File: src/rtl/lif_pkg.sv
// Shared constants and arithmetic helpers for the LIF neuron chain.
package lif_pkg;

    localparam int unsigned DEF_N_STAGES = 8;
    localparam int unsigned DEF_WIDTH    = 8;
    localparam int unsigned DEF_REFR_W   = 4;
    localparam int unsigned DEF_COUNT_W  = 16;
    localparam int unsigned LEAK_SHIFT_W = 3;

    // Helpers work on a common wide word; callers cast back to their width (<= MAX_W).
    localparam int unsigned MAX_W = 32;

    localparam logic MODE_VMEM  = 1'b0;
    localparam logic MODE_SPIKE = 1'b1;

    // Add two w-bit unsigned values, clamping the result to 2^w-1.
    function automatic logic [MAX_W-1:0] sat_add(input logic [MAX_W-1:0] a,
                                                 input logic [MAX_W-1:0] b,
                                                 input int unsigned      w);
        logic [MAX_W:0] s;
        logic [MAX_W:0] lim;
        s   = {1'b0, a} + {1'b0, b};
        lim = ((MAX_W+1)'(1) << w) - (MAX_W+1)'(1);
        return (s > lim) ? lim[MAX_W-1:0] : s[MAX_W-1:0];
    endfunction

    // Shift-based leak term; a zero shift disables the leak entirely.
    function automatic logic [MAX_W-1:0] lif_leak(input logic [MAX_W-1:0]        v,
                                                  input logic [LEAK_SHIFT_W-1:0] s);
        return (s == '0) ? '0 : (v >> s);
    endfunction

endpackage

File: src/rtl/lif_chain_if.sv
// Configuration, stimulus and observation bundle of the LIF chain.
interface lif_chain_if #(
    parameter int unsigned N_STAGES = lif_pkg::DEF_N_STAGES,
    parameter int unsigned WIDTH    = lif_pkg::DEF_WIDTH,
    parameter int unsigned REFR_W   = lif_pkg::DEF_REFR_W,
    parameter int unsigned COUNT_W  = lif_pkg::DEF_COUNT_W
) ();

    logic                            en;
    logic [WIDTH-1:0]                i_syn;
    logic [WIDTH-1:0]                threshold;
    logic [lif_pkg::LEAK_SHIFT_W-1:0] leak_shift;
    logic [REFR_W-1:0]               refr_cycles;
    logic [WIDTH-1:0]                weight;
    logic                            mode;
    logic                            clr_count;
    logic [WIDTH-1:0]                v_mem_out;
    logic [N_STAGES-1:0]             spikes;
    logic [COUNT_W-1:0]              spike_count;

    modport master (
        output en, i_syn, threshold, leak_shift, refr_cycles, weight, mode, clr_count,
        input  v_mem_out, spikes, spike_count
    );

    modport slave (
        input  en, i_syn, threshold, leak_shift, refr_cycles, weight, mode, clr_count,
        output v_mem_out, spikes, spike_count
    );

endinterface

File: src/rtl/lif_stage.sv
// One leaky integrate-and-fire neuron: membrane, spike flag and refractory counter.
module lif_stage
    import lif_pkg::*;
#(
    parameter int unsigned WIDTH  = DEF_WIDTH,
    parameter int unsigned REFR_W = DEF_REFR_W
) (
    input  logic                    clk,
    input  logic                    rst_n,
    input  logic                    en,
    input  logic [WIDTH-1:0]        in_val,
    input  logic [WIDTH-1:0]        threshold,
    input  logic [LEAK_SHIFT_W-1:0] leak_shift,
    input  logic [REFR_W-1:0]       refr_cycles,
    output logic [WIDTH-1:0]        v,
    output logic                    spike,
    output logic                    spike_c
);

    logic [REFR_W-1:0] refr;
    logic [REFR_W-1:0] refr_nxt;
    logic [WIDTH-1:0]  v_nxt;
    logic [WIDTH-1:0]  sum;

    // Next-state: refractory hold, otherwise leak/integrate/fire.
    always_comb begin
        v_nxt    = v;
        refr_nxt = refr;
        spike_c  = 1'b0;
        sum      = WIDTH'(sat_add(MAX_W'(v) - lif_leak(MAX_W'(v), leak_shift),
                                  MAX_W'(in_val), WIDTH));
        if (refr != '0) begin
            refr_nxt = refr - REFR_W'(1);
            v_nxt    = '0;
        end else if ((threshold != '0) && (sum >= threshold)) begin
            spike_c  = 1'b1;
            v_nxt    = '0;
            refr_nxt = refr_cycles;
        end else begin
            v_nxt    = sum;
        end
    end

    // Disabled cycles freeze the neuron but still drop the spike pulse.
    always_ff @(posedge clk or posedge rst_n) begin
        if (rst_n) begin
            v     <= '0;
            refr  <= '0;
            spike <= 1'b0;
        end else if (en) begin
            v     <= v_nxt;
            refr  <= refr_nxt;
            spike <= spike_c;
        end else begin
            spike <= 1'b0;
        end
    end

endmodule

File: src/rtl/lif_chain.sv
// Cascade of LIF neurons with selectable coupling and a last-stage spike counter.
module lif_chain
    import lif_pkg::*;
#(
    parameter int unsigned N_STAGES = DEF_N_STAGES,
    parameter int unsigned WIDTH    = DEF_WIDTH,
    parameter int unsigned REFR_W   = DEF_REFR_W,
    parameter int unsigned COUNT_W  = DEF_COUNT_W
) (
    input  logic      clk,
    input  logic      rst_n,
    lif_chain_if.slave bus
);

    logic [WIDTH-1:0]    v      [N_STAGES];
    logic [WIDTH-1:0]    in_val [N_STAGES];
    logic [N_STAGES-1:0] spike;
    logic [N_STAGES-1:0] fire_c;
    logic [COUNT_W-1:0]  count;
    logic                unused_sink;

    for (genvar k = 0; k < N_STAGES; k++) begin : g_stage
        // Stage 0 is fed externally; later stages see the previous stage's registers.
        if (k == 0) begin : g_head
            assign in_val[k] = bus.i_syn;
        end else begin : g_link
            assign in_val[k] = (bus.mode == MODE_SPIKE)
                             ? (spike[k-1] ? bus.weight : '0)
                             : v[k-1];
        end

        lif_stage #(
            .WIDTH  (WIDTH),
            .REFR_W (REFR_W)
        ) u_stage (
            .clk         (clk),
            .rst_n       (rst_n),
            .en          (bus.en),
            .in_val      (in_val[k]),
            .threshold   (bus.threshold),
            .leak_shift  (bus.leak_shift),
            .refr_cycles (bus.refr_cycles),
            .v           (v[k]),
            .spike       (spike[k]),
            .spike_c     (fire_c[k])
        );
    end

    // Counts on the same edge the last stage's spike register goes high.
    always_ff @(posedge clk or posedge rst_n) begin
        if (rst_n) begin
            count <= '0;
        end else if (bus.clr_count) begin
            count <= '0;
        end else if (bus.en && fire_c[N_STAGES-1]) begin
            count <= COUNT_W'(sat_add(MAX_W'(count), MAX_W'(1), COUNT_W));
        end
    end

    // Only the last stage's early fire flag is needed; short chains ignore coupling inputs.
    assign unused_sink = ^{fire_c, bus.mode, bus.weight};

    assign bus.v_mem_out   = v[N_STAGES-1];
    assign bus.spikes      = spike;
    assign bus.spike_count = count;

endmodule
File: src/flat_wrapper.sv
// flat-port wrapper written by rule: the top's interface ports become plain ports
module lif_chain_flat import lif_pkg::*;
#(
    parameter int unsigned N_STAGES = DEF_N_STAGES,
    parameter int unsigned WIDTH    = DEF_WIDTH,
    parameter int unsigned REFR_W   = DEF_REFR_W,
    parameter int unsigned COUNT_W  = DEF_COUNT_W
)
  (clk, rst_n, bus_en, bus_i_syn, bus_threshold, bus_leak_shift, bus_refr_cycles, bus_weight, bus_mode, bus_clr_count, bus_v_mem_out, bus_spikes, bus_spike_count);
  lif_chain_if #(.N_STAGES(N_STAGES), .WIDTH(WIDTH), .REFR_W(REFR_W), .COUNT_W(COUNT_W)) bus_i ();
  input  logic clk;
  input  logic rst_n;
  input wire logic [$bits(bus_i.en)-1:0] bus_en;
  input wire logic [$bits(bus_i.i_syn)-1:0] bus_i_syn;
  input wire logic [$bits(bus_i.threshold)-1:0] bus_threshold;
  input wire logic [$bits(bus_i.leak_shift)-1:0] bus_leak_shift;
  input wire logic [$bits(bus_i.refr_cycles)-1:0] bus_refr_cycles;
  input wire logic [$bits(bus_i.weight)-1:0] bus_weight;
  input wire logic [$bits(bus_i.mode)-1:0] bus_mode;
  input wire logic [$bits(bus_i.clr_count)-1:0] bus_clr_count;
  output wire logic [$bits(bus_i.v_mem_out)-1:0] bus_v_mem_out;
  output wire logic [$bits(bus_i.spikes)-1:0] bus_spikes;
  output wire logic [$bits(bus_i.spike_count)-1:0] bus_spike_count;
  assign bus_i.en = bus_en;
  assign bus_i.i_syn = bus_i_syn;
  assign bus_i.threshold = bus_threshold;
  assign bus_i.leak_shift = bus_leak_shift;
  assign bus_i.refr_cycles = bus_refr_cycles;
  assign bus_i.weight = bus_weight;
  assign bus_i.mode = bus_mode;
  assign bus_i.clr_count = bus_clr_count;
  assign bus_v_mem_out = bus_i.v_mem_out;
  assign bus_spikes = bus_i.spikes;
  assign bus_spike_count = bus_i.spike_count;
  lif_chain #(.N_STAGES(N_STAGES), .WIDTH(WIDTH), .REFR_W(REFR_W), .COUNT_W(COUNT_W)) u_core (.clk(clk), .rst_n(rst_n), .bus(bus_i));
endmodule
File: config.mk
export PLATFORM = sky130hd
export DESIGN_NAME = lif_chain_flat
export DESIGN_NICKNAME = d
export VERILOG_FILES = /design/src/rtl/lif_pkg.sv /design/src/rtl/lif_chain_if.sv /design/src/rtl/lif_stage.sv /design/src/rtl/lif_chain.sv /design/src/flat_wrapper.sv
export SDC_FILE = /design/constraint.sdc
export NUM_CORES = 1
export LEC_CHECK = 0
export BUFFER_PORTS_ARGS = -buffer_cell sky130_fd_sc_hd__buf_2
export CAP_MARGIN = 20
export CORE_MARGIN = 3
export CORE_UTILIZATION = 36
export CTS_BUF_LIST = sky130_fd_sc_hd__clkbuf_4
export DETAILED_ROUTE_END_ITERATION = 16
export HOLD_SLACK_MARGIN = 0.05
export SYNTH_ARGS = -nofsm -noshare
export SYNTH_HDL_FRONTEND = slang
export SYNTH_HIERARCHICAL = 1
export SYNTH_SLANG_ARGS = --single-unit
File: constraint.sdc
create_clock -name clk -period 11.53 [get_ports clk]
set_input_delay 3.459 -clock clk [delete_from_list [all_inputs] [get_ports clk]]
set_output_delay 3.459 -clock clk [all_outputs]
set_load 0.005 [all_outputs]
==> flow_summary_export.csv <==
group,metric,value,unit
outcome,status,"finished clean",
clocking,clockBufferDepth,2,
floorplanning,initial_core_util,36.7,%
setup_path,cp-end-kind,"flop",
sta,worst_pin_slew,1.07,ns
setup_path,critPathKind,"in2reg",
logic_synthesis,synth_edf_count,0,
clocking,cts_setup_buffers,0,
logic_synthesis,syn_nets,2357,
route,ant_nets,0,
clocking,hold_buffers,0,
logic_synthesis,ys_seq_area_share,18.8,%
route,vias_per_cell,5.63,
flow_run,max_cap_violations,0,
floorplanning,die-area,0.0469,mm2
cells_and_area,final_layout_size_suffix_gt1_share,7.80,%
setup_path,worst_ep_arrival_time,10.22,ns
floorplanning,die_h,216,um
floorplanning,boundaryPins,68,
global_routing,grt_overflow,0,
sta,hold_viol,0,
global_routing,antenna_found_initial,1,
sta,setup_viol,0,
clocking,cts_resized,0,
logic_synthesis,syn_inst,2087,
placed_design,place_area,0.0168,mm2
sta,timing.fmax,0.102,GHz
cells_and_area,fin_nets,2384,
clocking,cts_root_buffer,"clkbuf_4",
sta,grt_setup_unrepaired,"false",
cells_and_area,syn_to_final_growth,7.12,%
min_path,whs_path_depth,1,
route,dr.pass1.iters,5,
clocking,cts_buffers,17,
global_routing,grt_pass1_vias,14700,
setup_path,critPathRequiredTime,11.98,ns
floorplanning,core_area,0.0435,mm2
logic_synthesis,yosysUniqueCellTypes,66,
sta,tns,0,ns
pwr,max-vdd-ir-drop,0.0000979,V
floorplanning,rows,76,
global_routing,grt_max_degree,95,
placed_design,gp_congestion,0.878,
clocking,clk_pin_slew,0.11,ns
clocking,cts.sinks,120,
route,vias,15300,
cells_and_area,fin_area,0.0171,mm2
route,route.detailed.drc,0,
logic_synthesis,avgSynthCellArea,7.64,um2
route,routed_wl,48300,um
sta,finClkSkew,0.0301,ns
sta,fin_crit_sh,84.7,%
global_routing,grt_pass1_wl,77300,um
min_path,hold_class,"reg2reg",
global_routing,track_usage,20.4,%
clocking,cts_max_level,4,
setup_path,cp-start-kind,"primary input",
placed_design,port_buffers,67,
logic_synthesis,synth.top_cell.area_share,18.8,%
logic_synthesis,ys.flop_type,"dfrtp_1",
placed_design,dp.final_hpwl,35800,um
sta,slew_headroom,28.6,%
clocking,clkLatencyLatePin,0.56,ns
route,wire_per_inst,17.8,um
pwr,p_per_area,259,mW/mm2
logic_synthesis,ys_ff_latch,120,
logic_synthesis,synth_largest_area_cell,"dfrtp_1",
clocking,cts_tree,"yes",
setup_path,r2r_cells,28,
pwr,cellLeakagePower,0.00747,uW
sta,finalCriticalPeriod,9.76,ns
logic_synthesis,ys_warn_count,6,
logic_synthesis,yosys-top-cells-area,"dfrtp_1 (19%), ha_1 (16%), inv_1 (6.8%)",
route,dr.first_iter.drc_count,1138,
logic_synthesis,async_flop_share,100,%
logic_synthesis,syn-cell-area,0.0159,mm2
floorplanning,die_x,216,um
setup_path,worst-path-max-fanout,52,
sta,slew_viol_final,0,
synth_stat cells, types with 20 or more instances:
cell type	n
and2_1	31
xnor2_1	32
a21oi_1	115
a211oi_1	33
inv_1	288
o221ai_1	33
nand2b_1	20
fa_1	24
nand2_1	218
clkbuf_1	50
o21a_1	39
o22ai_1	21
and3_1	22
a31oi_1	20
dfrtp_1	120
xor2_1	32
nor2_1	155
nor2b_1	29
nor3_1	69
ha_1	210
o21ai_0	196
nand3_1	25
report_power, final:
group	leakage, uW	total [uW]	switching, uW	internal (uW)
sequential	0.00160	748	200	548
clock	0.000162	338	184	154
combinational	0.00570	3340	1920	1420
final timing paths:
kind / start / end / slack (ns)
setup reg to reg: u_core/g_stage[7].u_stage/v[7]$_DFFE_PP0P_ / u_core/bus.spike_count[5]$_DFFE_PP0P_ / 4.72
setup / recovery: bus_leak_shift[0] / u_core/g_stage[0].u_stage/v[3]$_DFFE_PP0P_ / 1.77
min in group asynchronous: rst_n / u_core/g_stage[0].u_stage/spike$_DFF_PP0_ / 3.09
hold / removal: u_core/g_stage[7].u_stage/refr[3]$_DFFE_PP0P_ / u_core/g_stage[7].u_stage/refr[3]$_DFFE_PP0P_ / 0.54
max in group asynchronous: rst_n / u_core/bus.spike_count[9]$_DFFE_PP0P_ / 7.98
hold reg to reg: u_core/g_stage[7].u_stage/refr[3]$_DFFE_PP0P_ / u_core/g_stage[7].u_stage/refr[3]$_DFFE_PP0P_ / 0.54
metal layers:
layer  up-vias  track usage, %  wire length [um]
li1       7437               -                 -
met1      7305            27.0             21600
met2       461            34.6             22800
met3        76            2.89              2820
met4         0            5.82              1100
met5         -               0                 0
critical path, stage by stage:
cell	delay [ns]
buf_4	0.47
buf_4	0.39
mux2i_1	0.26
nand2_1	0.07
o21ai_0	0.09
nand2_1	0.07
o21ai_0	0.19
ha_1	0.30
nor2b_1	0.14
o31ai_1	0.35
a21oi_1	0.22
o21a_1	0.21
nor2_1	0.15
fa_1	0.43
inv_1	0.08
ha_1	0.25
a211oi_1	0.24
o21ai_0	0.13
a311o_1	0.43
nor2_1	0.29
nand2_1	0.10
ha_1	0.31
a2111o_1	0.45
a21oi_1	0.16
a221oi_1	0.11
a211o_1	0.47
o21bai_4	0.25
o221ai_1	0.09
placed cells by master, fill, tap and decap left out, drive strengths merged, types with 38 or more instances in the layout:
master	instances
o21ai	196
nand2	218
nor3	69
buf	74
and2	38
ha	210
o21a	40
a21oi	115
inv	291
nor2	155
dfrtp	120
state kept, by name, indices dropped and copies added (netlist names):
name,count
u_core/bus.spike_count,16
u_core/g_stage.u_stage/refr,32
u_core/g_stage.u_stage/spike,8
u_core/g_stage.u_stage/v,64
final cells by class:
type | instances | area [um2]
clock inverters | 14 | 171
multi-input cells | 1613 | 11500
inverters | 288 | 1080
flip-flops and latches | 120 | 3000
diodes | 1 | 2.50
repair buffers | 74 | 418
fillers | 4528 | 26400
clock buffers | 18 | 135
well taps | 585 | 732
cell families (layout without fill, tap and decap cells):
group                    after synthesis  in the layout  share of synthesized area (%)
XOR/XNOR                              64             64                           3.52
buffers and inverters                354            394                           8.81
AND/OR/NAND/NOR                      632            632                           19.3
other                                 16             17                          0.377
multiplexers                          22             22                           2.01
flip-flops                           120            120                           18.8
AO/OA/AOI/OAI                        645            645                           27.7
adder cells (fa/ha/maj)              234            234                           19.5
per-stage QoR:
step                hold WS (ns)  setup WS (ns)  util (%)  std cells  power [uW]
floorplan                  0.480           2.41         -       2087        3280
global placement           0.508           1.38      38.6       2680        3980
detailed placement         0.529           1.29      38.6       2680        4040
CTS                        0.550           1.87      39.3       2712        4410
global route               0.580           1.22      39.3       2713        4870
finish                     0.538           1.77      39.3       2713        4420
Note: power is estimated with default switching activity, not from simulation.
